==> src/rtl/led_fade.sv <==
// led_fade: PWM fade-out stage behind the LED chaser.
// A lit pattern bit drives its LED full-on. A cleared bit lets the LED decay
// in fixed steps, which leaves a trailing "comet" tail behind the chaser.
// All channels share one PWM counter and one decay prescaler.

// Per-channel brightness level, period-aligned duty shadow and PWM compare.
module led_fade_lane #(
  parameter int PWM_BITS   = 8,
  parameter int DECAY_STEP = 32
) (
  input  logic                i_clk,
  input  logic                i_rst,
  input  logic                i_on,
  input  logic                i_period_end,
  input  logic                i_decay_tick,
  input  logic [PWM_BITS-1:0] i_pwm_cnt,
  output logic                o_led
);
  localparam logic [PWM_BITS-1:0] MAX  = '1;
  localparam logic [PWM_BITS-1:0] STEP = PWM_BITS'(DECAY_STEP);

  logic [PWM_BITS-1:0] level;
  logic [PWM_BITS-1:0] duty;

  // Brightness: re-light beats decay, and decay saturates at zero.
  always_ff @(posedge i_clk or posedge i_rst) begin
    if (i_rst)             level <= '0;
    else if (i_on)         level <= MAX;
    else if (i_decay_tick) level <= (level > STEP) ? level - STEP : '0;
  end

  // Duty only changes on the edge where the PWM counter wraps, so no runt pulses.
  always_ff @(posedge i_clk or posedge i_rst) begin
    if (i_rst)             duty <= '0;
    else if (i_period_end) duty <= level;
  end

  // Registered PWM compare; MAX is forced fully on rather than MAX/(MAX+1).
  always_ff @(posedge i_clk or posedge i_rst) begin
    if (i_rst) o_led <= 1'b0;
    else       o_led <= (duty == MAX) || (i_pwm_cnt < duty);
  end
endmodule

// Top: shared PWM counter and decay prescaler, plus one lane per LED.
module led_fade #(
  parameter int N_LEDS     = 4,
  parameter int PWM_BITS   = 8,
  parameter int DECAY_DIV  = 16,
  parameter int DECAY_STEP = 32
) (
  input  logic              i_clk,
  input  logic              i_rst,
  input  logic [N_LEDS-1:0] i_pattern,
  output logic [N_LEDS-1:0] o_led
);
  localparam int                  DW    = (DECAY_DIV > 1) ? $clog2(DECAY_DIV) : 1;
  localparam logic [PWM_BITS-1:0] MAX   = '1;
  localparam logic [DW-1:0]       DLAST = DW'(DECAY_DIV - 1);

  logic [PWM_BITS-1:0] pwm_cnt;
  logic [DW-1:0]       dcnt;
  logic                period_end;
  logic                decay_tick;

  assign period_end = (pwm_cnt == MAX);
  assign decay_tick = period_end && (dcnt == DLAST);

  // Free-running PWM counter; natural wrap at MAX.
  always_ff @(posedge i_clk or posedge i_rst) begin
    if (i_rst) pwm_cnt <= '0;
    else       pwm_cnt <= pwm_cnt + 1'b1;
  end

  // Decay prescaler counts PWM periods, wrapping at DECAY_DIV-1.
  always_ff @(posedge i_clk or posedge i_rst) begin
    if (i_rst)           dcnt <= '0;
    else if (period_end) dcnt <= (dcnt == DLAST) ? '0 : dcnt + 1'b1;
  end

  for (genvar k = 0; k < N_LEDS; k++) begin : g_lane
    led_fade_lane #(
      .PWM_BITS  (PWM_BITS),
      .DECAY_STEP(DECAY_STEP)
    ) u_lane (
      .i_clk       (i_clk),
      .i_rst       (i_rst),
      .i_on        (i_pattern[k]),
      .i_period_end(period_end),
      .i_decay_tick(decay_tick),
      .i_pwm_cnt   (pwm_cnt),
      .o_led       (o_led[k])
    );
  end
endmodule
==> config.mk <==
export PLATFORM = sky130hd
export DESIGN_NAME = led_fade
export DESIGN_NICKNAME = d
export VERILOG_FILES = /design/src/rtl/led_fade.sv
export SDC_FILE = /design/constraint.sdc
export NUM_CORES = 1
export LEC_CHECK = 0
export CAP_MARGIN = 20
export CORE_MARGIN = 8
export CORE_UTILIZATION = 50
export CTS_CLUSTER_DIAMETER = 80
export DETAILED_ROUTE_END_ITERATION = 10
export HOLD_SLACK_MARGIN = 0.03
export PLACE_DENSITY = 0.66
export SYNTH_ARGS = -nofsm -noshare
export SYNTH_HDL_FRONTEND = slang
export SYNTH_HIERARCHICAL = 1
export SYNTH_SLANG_ARGS = --single-unit
==> constraint.sdc <==
create_clock -name i_clk -period 6.9 [get_ports i_clk]
set_clock_uncertainty 0.15 [all_clocks]
set_input_delay 1.38 -clock i_clk [delete_from_list [all_inputs] [get_ports i_clk]]
set_output_delay 1.38 -clock i_clk [all_outputs]
set_load 0.005 [all_outputs]
; ---- Word-level counts from Yosys, hierarchy flattened
; Cells that the tools add are included.
[word_totals]
input_bits = 6
reg_bits = 80
elab_cells = 56
out_inout_bits = 4
[op_classes]
addsub = 6
n_mux = 13
order_cmp = 8
eq_ne = 6
reduce_logical = 9
[op_table]
columns = operator, n
row1 = $mux 8, 12
row2 = $eq 8x8->1 const B, 5
row3 = $gt 8x6->1 const B, 4
row4 = $lt 8x8->1, 4
row5 = $sub 8x6->8 const B, 4
row6 = $add 8x1->8 const B, 1
row7 = $reduce_bool 2->1, 4
row8 = $add 4x1->4 const B, 1
row9 = $eq 4x4->1 const B, 1
row10 = $logic_or 1x1->1, 4
row11 = $mux 4, 1
row12 = $logic_and 1x1->1, 1

; ---- Longest topological paths before layout
; Gate-level depths: netlist (run 1).
[logic_depth]
depth_word = 4
mapped_depth = 7
depth_no_buf = 7

; ---- By module
; The synthesis (run 1) kept the hierarchy.
[modules_own_cells]
columns = mod, cells_each, n_inst, area_per_inst_um2, seq_area_each_um2
row1 = led_fade_lane, 56, 4, 531.8, 225.2
row2 = led_fade, 46, 1, 529.3, 300.3

; ---- Worst setup path before layout (run 1)
; OpenSTA, ideal clock, no wires.
[synth_timing]
kind = register to register
startpoint = register pwm_cnt[1]
endpoint = register g_lane[0].u_lane.level[7]
synth_period_minus_slack_ns = 3.008
setup_slack_ns = 3.892
path_buffers = 0
required_time_ns = 6.632
arrival_time_ns = 2.740
stages_incl_launch_ff = 8
setup_time_ns = 0.118
cell_sequence = dfrtp_1 > ha_1 > nand4_2 > nor2_1 > and4_1 > nand2_1 > xnor2_1 > a21o_1
[synth_via]
elab_chain_cells = 3
[synth_lines]
columns = item, line
row1 = "start, declared", 61  ; logic [PWM_BITS-1:0] pwm_cnt;
row2 = "start signal, assigned", 72  ; else pwm_cnt <= pwm_cnt + 1'b1;
row3 = $eq 8x8->1, 66  ; assign period_end = (pwm_cnt == MAX);
row4 = via period_end, 63  ; logic period_end;
row5 = $logic_and 1x1->1, 67  ; assign decay_tick = period_end && (dcnt == DLAST);
row6 = via decay_tick, 64  ; logic decay_tick;
row7 = $reduce_bool 2->1 (no line), --
row8 = "end signal, assigned", 29  ; else if (i_decay_tick) level <= (level > STEP) ? level - STEP : '0;
row9 = "end, declared", 22  ; logic [PWM_BITS-1:0] level;
; The timed path passes the listed nets, and every way through them passes these cells.
; A chain may end at the register's enable or synchronous reset.

; ---- Final worst setup path (run 1)
[layout_timing]
startpoint = register pwm_cnt[1]
endpoint = register g_lane[1].u_lane.level[6]
[layout_via]
elab_chain_cells = 3
[layout_lines]
columns = item, line
row1 = $eq 8x8->1, 66
row2 = via period_end, 63
row3 = $logic_and 1x1->1, 67
row4 = via decay_tick, 64
row5 = $reduce_bool 2->1 (no line), --
row6 = "end signal, assigned", 29
row7 = "end, declared", 22
; The timed path passes the listed nets, and every way through them passes these cells.

==> results of run 1 <==
## Yosys cell counts
| master | instances |
|---|---|
| nor3_1 | 6 |
| or4_1 | 1 |
| a21oi_1 | 13 |
| nand3_1 | 4 |
| dfrtp_1 | 48 |
| and4_1 | 1 |
| inv_1 | 37 |
| a211oi_1 | 4 |
| o21a_1 | 4 |
| xnor2_1 | 8 |
| nor2_1 | 7 |
| o41ai_1 | 1 |
| ha_1 | 34 |
| nand4_1 | 8 |
| a21o_1 | 12 |
| nand2_1 | 31 |
| mux2i_1 | 4 |
| mux2_2 | 2 |
| a211oi_2 | 4 |
| xor2_1 | 3 |
| a31oi_1 | 1 |
| o21ai_0 | 36 |
| nand4_2 | 1 |
## stage by stage
stage	hold WS, ps	instances	setup WS [ps]	power [W]
after global placement	350	349	3730	0.000297
after detailed placement	363	349	3650	0.000297
after global routing	399	358	3710	0.000518
after CTS	383	357	3630	0.000506
after floorplan	330	270	3890	0.000291
final	380	358	4030	0.000498
## final cells by class
type,count,share of cell area [%]
Multi-Input combinational cell,185,44.3
Sequential cell,48,40.3
Inverter,37,4.66
Timing Repair Buffer,10,3.95
Tap cell,70,2.94
Clock buffer,5,2.31
Clock inverter,3,1.55
## kinds of logic after synthesis
kind of cell / share of synthesized area, %
mux: 2.36
flops: 45.2
xor+xnor: 3.63
compound gates: 17.3
buf+inv: 5.23
simple gates: 10.2
fa+ha+maj: 16.0
## report_power, final
group | total [W] | internal, W | switching (W) | leakage [nW]
Sequential | 0.000281 | 0.000281 | 0.000000000000000000188 | 0.573
Clock | 0.000207 | 0.000109 | 0.0000977 | 0.0548
Combinational | 0.00000999 | 0.00000278 | 0.00000721 | 0.725
Total | 0.000498 | 0.000393 | 0.000105 | 1.35
## layout by cell type, fill, tap and decap left out
| cell type | count |
|---|---|
| a31oi_1 | 1 |
| buf_16 | 1 |
| nor3_1 | 6 |
| a21oi_1 | 13 |
| a211oi_1 | 4 |
| xor2_1 | 3 |
| or4_1 | 1 |
| mux2i_1 | 4 |
| nand3_1 | 4 |
| a21o_1 | 12 |
| clkbuf_8 | 5 |
| clkinvlp_4 | 1 |
| o21a_1 | 4 |
| nor2_1 | 6 |
| xnor2_1 | 8 |
| mux2_2 | 2 |
| nand2_1 | 31 |
| and4_1 | 1 |
| inv_1 | 37 |
| inv_6 | 1 |
| nand4_1 | 8 |
| dfrtp_1 | 48 |
| o21ai_0 | 36 |
| bufinv_16 | 1 |
| clkdlybuf4s50_1 | 9 |
| nor2_2 | 1 |
| nand4_2 | 1 |
| o41ai_1 | 1 |
| ha_1 | 34 |
| a211oi_2 | 4 |
## worst register-to-register path, stage by stage (launching register included)
cell and delay, ps:
dfrtp_1 460, ha_1 260, nand4_2 180, nor2_2 440, buf_16 210, and4_1 590
inv_1 150, mux2i_1 150, a21o_1 170
## path summary, 6_finish.rpt
| check | startpoint | to | depth (start not counted) |
|---|---|---|---|
| setup reg to reg | pwm_cnt[1] | g_lane[1].u_lane/level[6] | 8 |
| min in group asynchronous | i_rst | g_lane[0].u_lane/level[7] | 2 |
| hold reg to reg | g_lane[1].u_lane/duty[5] | g_lane[1].u_lane/o_led | 2 |
| max in group asynchronous | i_rst | dcnt[1] | 2 |
| setup / recovery | pwm_cnt[1] | g_lane[1].u_lane/level[6] | 8 |
| hold / removal | g_lane[1].u_lane/duty[5] | g_lane[1].u_lane/o_led | 2 |
## metal layers
layer  track usage [%]  vias up  wire (µm)
met4              5.07        0         53
met1              18.6      889       2430
li1                  -      977          -
met2              22.1       19       2260
met5                 0        -          0
met3              2.60        5        122
## sequential cells by signal (all words and copies together), names as in the netlist
signal	cells
g_lane.u_lane/duty	16
pwm_cnt	8
dcnt	4
g_lane.u_lane/level	16
g_lane.u_lane/o_led	4
==> flow_metrics.env, run 1 <==
export IMPL_rows=26
export IMPL_hold_class="flop to flop"
export IMPL_crit_family="simple AND/OR/NAND/NOR gates"
export IMPL_yosys_top_cells_area="dfrtp_1 (45%), ha_1 (16%), o21ai_0 (6.8%)"
export IMPL_drt_initial_drc_count=58
export IMPL_cts_tree="done"
export IMPL_period_share_pct=41.6
export IMPL_critPathArrivalTime_ps=2920
export IMPL_fill_cells=458
export IMPL_dpl_cell_area_mm2=0.00284
export IMPL_ys_seq_area_share_pct=45.2
export IMPL_h_tree_depth=2
export IMPL_yosysWarnings=6
export IMPL_ys_ff_latch=48
export IMPL_r2r_slack_ps=4030
export IMPL_grt_pass1_vias=1827
export IMPL_track_usage_pct=14.0
export IMPL_io_pins=10
export IMPL_multi_input_area_mm2=0.00132
export IMPL_grt_pass1_wl_um=8470
export IMPL_criticalPathCategory="flop to flop"
export IMPL_worst_pin_slew_ps=577
export IMPL_cts_sinks=48
export IMPL_yosysTopAreaCellShare_pct=45.2
export IMPL_drive_above_1_share_pct=5.90
export IMPL_drt_wirelength_per_cell_um=13.6
export IMPL_root_buffer="clkbuf_8"
export IMPL_setup_worst_path_start_class="flop"
export IMPL_tns_ps=0
export IMPL_rsz0062_at_grt="no"
export IMPL_start_util_pct=52.0
export IMPL_ys_types=23
export IMPL_finalSetupViolCount=0
export IMPL_required_ps=6940
export IMPL_ir_drop_mv=0.0959
export IMPL_endpoint_kind="flop"
export IMPL_ant_nets=0
export IMPL_gr_total_overflow=0
export IMPL_critPathMaxStageDelay_ps=580
export IMPL_cts_buffers=5
export IMPL_dr_total_vias=1890
export IMPL_crit_path_cell_trace="ha_1 -> nand4_2 -> nor2_2 -> buf_16 -> and4_1 -> inv_1 -> mux2i_1 -> a21o_1"
export IMPL_synthToLayoutAreaGrowth_pct=12.2
export IMPL_synth_area_per_cell_um2=9.84
export IMPL_nets=327
export IMPL_p_leak_nw=1.35
export IMPL_cts_buffer_depth=2
export IMPL_cts_setup_buffers=0
export IMPL_grt_max_degree=36
export IMPL_clk_latency_ps=300
export IMPL_drc=0
export IMPL_drv_cap=0
export IMPL_synth_top_area_cell="dfrtp_1"
export IMPL_antenna_found_initial=0
export IMPL_finalCriticalPeriod_ps=2870
export IMPL_cp_max_fo=27
export IMPL_status="complete, no violations"
export IMPL_syn_nets=310
export IMPL_fmax_ghz=0.348
export IMPL_core_mm2=0.00511
export IMPL_slowest_stage="and4_1"
export IMPL_drtPass1Iterations=4
export IMPL_stdcell_area_mm2=0.00298
export IMPL_fp_dieArea_mm2=0.00790
export IMPL_fin_util_pct=58.3
export IMPL_crit_buf_inv=2
export IMPL_regArea_mm2=0.00120
export IMPL_portBuffers=9
export IMPL_dieHeight_um=88.9
export IMPL_maxSlewHeadroom_pct=61.5
export IMPL_via_per_inst=5.28
export IMPL_finalHoldViolations=0
export IMPL_dpl_hpwl_um=3590
export IMPL_fp_dieW_um=88.9
export IMPL_syn_cell_area_mm2=0.00266
export IMPL_finalWirelength_um=4870
export IMPL_power_density_mw_per_mm2=167
export IMPL_report_final_slew_viol_count=0
export IMPL_path_clk_slew_ps=90
export IMPL_gp_congestion=0.769
export IMPL_cts_resized=0
export IMPL_hold_buffers=0
export IMPL_antennaDiodeCount=0
export IMPL_syn_inst=270
Power figures use the tool's default switching activity.
==> inputs of run 2 (changes only) <==
--- a/config.mk
+++ b/config.mk
@@ -11,7 +11,7 @@
 export CTS_CLUSTER_DIAMETER = 80
 export DETAILED_ROUTE_END_ITERATION = 10
 export HOLD_SLACK_MARGIN = 0.03
-export PLACE_DENSITY = 0.66
+export PLACE_DENSITY = 0.69
 export SYNTH_ARGS = -nofsm -noshare
 export SYNTH_HDL_FRONTEND = slang
 export SYNTH_HIERARCHICAL = 1
==> constraint.sdc (replaced) <==
create_clock -name i_clk -period 2.4 [get_ports i_clk]
set_clock_uncertainty 0.15 [all_clocks]
set_input_delay 0.48 -clock i_clk [delete_from_list [all_inputs] [get_ports i_clk]]
set_output_delay 0.48 -clock i_clk [all_outputs]
set_load 0.005 [all_outputs]
==> run 2 against run 1 <==
Compared with the run above: design area is 0.63% higher; count of clock-buffer cells in the layout stayed put; non-clock buffer count is 5 higher; setup slack worse by 3800 ps; critical path type unchanged; highest routed layer unchanged; power grew to 2.8 times the previous value; flip-flop and latch count stayed put; utilization is 0.37 points higher.
==> flow_metrics.env, run 2 (synthesis results as in run 1) <==
export IMPL_p_leak_nw=1.37
export IMPL_worst_pin_slew_ps=448
export IMPL_status="complete, no violations"
export IMPL_cts_resized=0
export IMPL_via_per_inst=5.33
export IMPL_core_mm2=0.00511
export IMPL_crit_path_cell_trace="ha_1 -> nand4_2 -> nor2_4 -> and4_1 -> buf_4 -> nand2_1 -> xnor2_1 -> a21o_1"
export IMPL_cts_buffers=5
export IMPL_switching_share_pct=20.1
export IMPL_hold_class="flop to flop"
export IMPL_tns_ps=0
export IMPL_maxSlewHeadroom_pct=70.1
export IMPL_portBuffers=9
export IMPL_antennaDiodeCount=0
export IMPL_report_final_slew_viol_count=0
export IMPL_power_frac_seq_pct=57.4
export IMPL_drc=0
export IMPL_dr_total_vias=1934
export IMPL_rsz0062_at_grt="no"
export IMPL_stdcell_area_mm2=0.00300
export IMPL_cts_tree="done"
export IMPL_cts_buffer_depth=2
export IMPL_intPower_w=0.00112
export IMPL_fmax_ghz=0.467
export IMPL_power_density_mw_per_mm2=469
export IMPL_antenna_found_initial=0
export IMPL_finalWirelength_um=5090
export IMPL_track_usage_pct=14.5
export IMPL_dpl_hpwl_um=3810
export IMPL_drv_cap=0
export IMPL_fin_util_pct=58.7
export IMPL_finalSetupViolCount=0
export IMPL_dieHeight_um=88.9
export IMPL_critPathArrivalTime_ps=2180
export IMPL_layout_common_cells="dfrtp_1 (48), inv_1 (37), o21ai_0 (36), ha_1 (34), nand2_1 (31)"
export IMPL_rows=26
export IMPL_dpl_cell_area_mm2=0.00289
export IMPL_multi_input_area_mm2=0.00132
export IMPL_fp_dieW_um=88.9
export IMPL_fp_dieArea_mm2=0.00790
export IMPL_slowest_stage="dfrtp_1"
export IMPL_layout_commonest_cell="dfrtp_1"
export IMPL_required_ps=2440
export IMPL_gr_total_overflow=0
export IMPL_hold_buffers=0
export IMPL_final_setup_worst_slack_ps=259
export IMPL_drt_wirelength_per_cell_um=14.0
export IMPL_finalCriticalPeriod_ps=2140
export IMPL_cts_sinks=48
export IMPL_pwr_share_comb_pct=2.0
export IMPL_gp_congestion=0.762
export IMPL_drtPass1Iterations=4
export IMPL_grt_pass1_vias=1923
export IMPL_finalHoldViolations=0
export IMPL_grt_pass1_wl_um=8790
export IMPL_root_buffer="clkbuf_8"
export IMPL_crit_buf_inv=1
export IMPL_stdcell_count=363
export IMPL_criticalPathCategory="flop to flop"
export IMPL_io_pins=10
export IMPL_endpoint_kind="flop"
export IMPL_regArea_mm2=0.00120
export IMPL_clockPowerShare_pct=40.6
export IMPL_grt_max_degree=35
export IMPL_drt_initial_drc_count=53
export IMPL_setup_worst_path_start_class="flop"
export IMPL_h_tree_depth=2
export IMPL_post_place_ws_ps=277
export IMPL_ir_drop_mv=0.258
export IMPL_drive_above_1_share_pct=7.51
export IMPL_switchingPower_w=0.000283
export IMPL_critPathMaxStageDelay_ps=460
export IMPL_path_clk_slew_ps=90
export IMPL_reg_top3="g_lane.u_lane/duty: 16 flops, g_lane.u_lane/level: 16 flops, pwm_cnt: 8 flops"
export IMPL_ant_nets=0
export IMPL_fill_cells=455
export IMPL_dp_cells=355
export IMPL_period_share_pct=89.2
export IMPL_synthToLayoutAreaGrowth_pct=12.9
export IMPL_cp_max_fo=16
export IMPL_nets=332
export IMPL_start_util_pct=52.0
export IMPL_cts_setup_buffers=0
export IMPL_crit_family="simple AND/OR/NAND/NOR gates"
export IMPL_clk_latency_ps=290
## run 2: path summary, 6_finish.rpt
check	startpoint	to	slack, ps	cells past startpoint
min reg2reg	g_lane[3].u_lane/level[3]	g_lane[3].u_lane/level[3]	390	1
max	pwm_cnt[1]	g_lane[0].u_lane/level[7]	260	8
max in group asynchronous	i_rst	pwm_cnt[0]	1250	2
max reg2reg	pwm_cnt[1]	g_lane[0].u_lane/level[7]	260	8
min	g_lane[3].u_lane/level[3]	g_lane[3].u_lane/level[3]	390	1
min in group asynchronous	i_rst	g_lane[1].u_lane/o_led	490	2
## run 2: metal layers
metal  track usage [%]  vias up  part of all wire (%)
met4              4.15        0                   1.1
met3              3.25        5                   2.7
li1                  -      982                     -
met5                 0        -                     0
met1              17.7      927                    48
met2              24.6       20                    48
## run 2: power by group through the flow
stage	logic, W	registers [W]	clock network (W)
floorplan	0.0000127	0.000824	0
detailed placement	0.0000301	0.000824	0
global placement	0.0000300	0.000824	0
CTS	0.0000301	0.000808	0.000594
global route	0.0000333	0.000808	0.000628
finish	0.0000286	0.000808	0.000571
## run 2: cell type report
type | count | area share [%]
Timing Repair Buffer | 15 | 4.51
Sequential cell | 48 | 40.1
Clock inverter | 3 | 1.42
Inverter | 37 | 4.63
Multi-Input combinational cell | 185 | 44.2
Tap cell | 70 | 2.92
Clock buffer | 5 | 2.30
## run 2: stage by stage
stage	hold WS [ps]	power [W]
after detailed placement	364	0.000854
final	385	0.00141
after global placement	362	0.000854
after global routing	403	0.00147
after CTS	387	0.00143
after floorplan	158	0.000837
==> inputs of run 3 (changes only) <==
--- a/config.mk
+++ b/config.mk
@@ -7,11 +7,11 @@
 export LEC_CHECK = 0
 export CAP_MARGIN = 20
 export CORE_MARGIN = 8
-export CORE_UTILIZATION = 50
+export CORE_UTILIZATION = 45
 export CTS_CLUSTER_DIAMETER = 80
 export DETAILED_ROUTE_END_ITERATION = 10
 export HOLD_SLACK_MARGIN = 0.03
-export PLACE_DENSITY = 0.69
+export PLACE_DENSITY = 0.63
 export SYNTH_ARGS = -nofsm -noshare
 export SYNTH_HDL_FRONTEND = slang
 export SYNTH_HIERARCHICAL = 1
==> run 3 against run 2 <==
Compared with the run above: worst hold slack lost 36 ps; routed wire length shrank 2.7%; register-to-register slack is essentially flat; power shrank 8.5%; flip-flop and latch count is the same; design area shrank 0.92%; final cell count grew 1.1%; global-route usage shrank 1.8 points.
==> flow_metrics.env, run 3 (synthesis results as in run 1) <==
export IMPL_status="complete, no violations"
export IMPL_finalWirelength_um=4950
export IMPL_path_clk_slew_ps=80
export IMPL_finalCriticalPeriod_ps=2140
export IMPL_crit_buf_inv=1
export IMPL_drtPass1Iterations=6
export IMPL_cts_setup_buffers=0
export IMPL_gr_total_overflow=0
export IMPL_finalHoldViolations=0
export IMPL_report_final_slew_viol_count=0
export IMPL_cts_buffers=5
export IMPL_fill_cells=567
export IMPL_antenna_found_initial=0
export IMPL_grt_pass1_wl_um=8730
export IMPL_dpl_hpwl_um=3650
export IMPL_io_pins=10
export IMPL_worst_pin_slew_ps=464
export IMPL_min_delay_start="pwm_cnt[1]"
export IMPL_nets=332
export IMPL_gp_congestion=0.740
export IMPL_cp_max_fo=16
export IMPL_cts_buffer_depth=2
export IMPL_tns_ps=0
export IMPL_drc=0
export IMPL_ir_drop_mv=0.254
export IMPL_antennaDiodeCount=0
export IMPL_r2r_start="pwm_cnt[0]"
export IMPL_synthToLayoutAreaGrowth_pct=11.8
export IMPL_multi_input_area_mm2=0.00132
export IMPL_hold_class="flop to flop"
export IMPL_power_density_mw_per_mm2=434
export IMPL_cts_resized=0
export IMPL_layout_common_cells="dfrtp_1 (48), inv_1 (37), o21ai_0 (36), ha_1 (34), nand2_1 (31)"
export IMPL_final_setup_worst_slack_ps=259
export IMPL_cts_tree="done"
export IMPL_dp_cells=360
export IMPL_slowest_stage="dfrtp_1"
export IMPL_layout_commonest_cell="dfrtp_1"
export IMPL_ant_nets=0
export IMPL_endpoint_kind="flop"
export IMPL_critPathArrivalTime_ps=2190
export IMPL_criticalPathCategory="flop to flop"
export IMPL_track_usage_pct=12.7
export IMPL_drt_initial_drc_count=58
export IMPL_period_share_pct=89.2
export IMPL_dieHeight_um=92.8
export IMPL_drive_above_1_share_pct=6.85
export IMPL_portBuffers=9
export IMPL_start_util_pct=45.7
export IMPL_reg_top3="g_lane.u_lane/duty: 16 flops, g_lane.u_lane/level: 16 flops, pwm_cnt: 8 flops"
export IMPL_regArea_mm2=0.00120
export IMPL_grt_max_degree=35
export IMPL_drv_cap=0
export IMPL_clk_latency_ps=300
export IMPL_drt_wirelength_per_cell_um=13.5
export IMPL_rsz0062_at_grt="no"
export IMPL_grt_pass1_vias=1949
export IMPL_maxSlewHeadroom_pct=69.1
export IMPL_p_leak_nw=1.36
export IMPL_crit_path_cell_trace="ha_1 -> nand4_2 -> nor2_4 -> and4_1 -> buf_4 -> nand2_1 -> xnor2_1 -> a21o_1"
export IMPL_required_ps=2440
export IMPL_stdcell_count=367
export IMPL_setup_worst_path_start_class="flop"
export IMPL_dr_total_vias=1906
export IMPL_post_place_ws_ps=271
export IMPL_finalSetupViolCount=0
export IMPL_hold_buffers=0
export IMPL_h_tree_depth=2
export IMPL_via_per_inst=5.19
export IMPL_root_buffer="clkbuf_8"
export IMPL_dpl_cell_area_mm2=0.00289
export IMPL_stdcell_area_mm2=0.00297
export IMPL_rows=28
export IMPL_crit_start="pwm_cnt[0]"
export IMPL_fin_util_pct=51.1
export IMPL_cts_sinks=48
export IMPL_fp_dieArea_mm2=0.00862
export IMPL_core_mm2=0.00582
export IMPL_crit_family="simple AND/OR/NAND/NOR gates"
export IMPL_critPathMaxStageDelay_ps=460
export IMPL_fp_dieW_um=92.8
export IMPL_fmax_ghz=0.467
==> run 3: changes by cell type in the layout (fill, tap and decap cells not counted) <==
| cell | before | now |
|---|---|---|
| clkbuf_1 | 0 | 1 |
| bufinv_16 | 1 | 0 |
| clkinvlp_4 | 1 | 0 |
==> run 3: per-stage QoR <==
stage / hold slack (ps) / total power, W
after global placement: 341 / 0.000854
after detailed placement: 337 / 0.000854
final: 349 / 0.00129
after global routing: 382 / 0.00134
after CTS: 357 / 0.00131
after floorplan: 158 / 0.000837
==> run 3: routing by layer <==
| layer | up-vias | wire length, µm | track usage, % |
|---|---|---|---|
| li1 | 980 | - | - |
| met1 | 901 | 2450 | 15.3 |
| met2 | 18 | 2300 | 21.3 |
| met3 | 7 | 118 | 2.83 |
| met4 | 0 | 76 | 5.23 |
| met5 | - | 0 | 0 |
==> run 3: power breakdown <==
| part | internal (W) | switching (W) | total (W) |
|---|---|---|---|
| combinational | 0.00000799 | 0.0000208 | 0.0000288 |
| sequential | 0.000808 | 0.000000000000000000539 | 0.000808 |
| clock | 0.000198 | 0.000253 | 0.000452 |
| total | 0.00101 | 0.000274 | 0.00129 |
==> run 3: layout make-up <==
| cell class | instances | share of cell area [%] |
|---|---|---|
| multi-input cells | 185 | 44.6 |
| repair buffers | 15 | 4.55 |
| flip-flops and latches | 48 | 40.4 |
| inverters | 37 | 4.68 |
| clock inverters | 1 | 0.168 |
| well taps | 75 | 3.16 |
| clock buffers | 6 | 2.44 |
==> run 3: path summary, 6_finish.rpt <==
kind | end | slack (ps) | cells past startpoint
worst max-delay path | g_lane[2].u_lane/level[7] | 260 | 8
worst min-delay path | pwm_cnt[1] | 350 | 1
worst max register to register | g_lane[2].u_lane/level[7] | 260 | 8
worst min register to register | pwm_cnt[1] | 350 | 1
max in group asynchronous | dcnt[3] | 1240 | 2
min in group asynchronous | g_lane[2].u_lane/duty[6] | 490 | 2
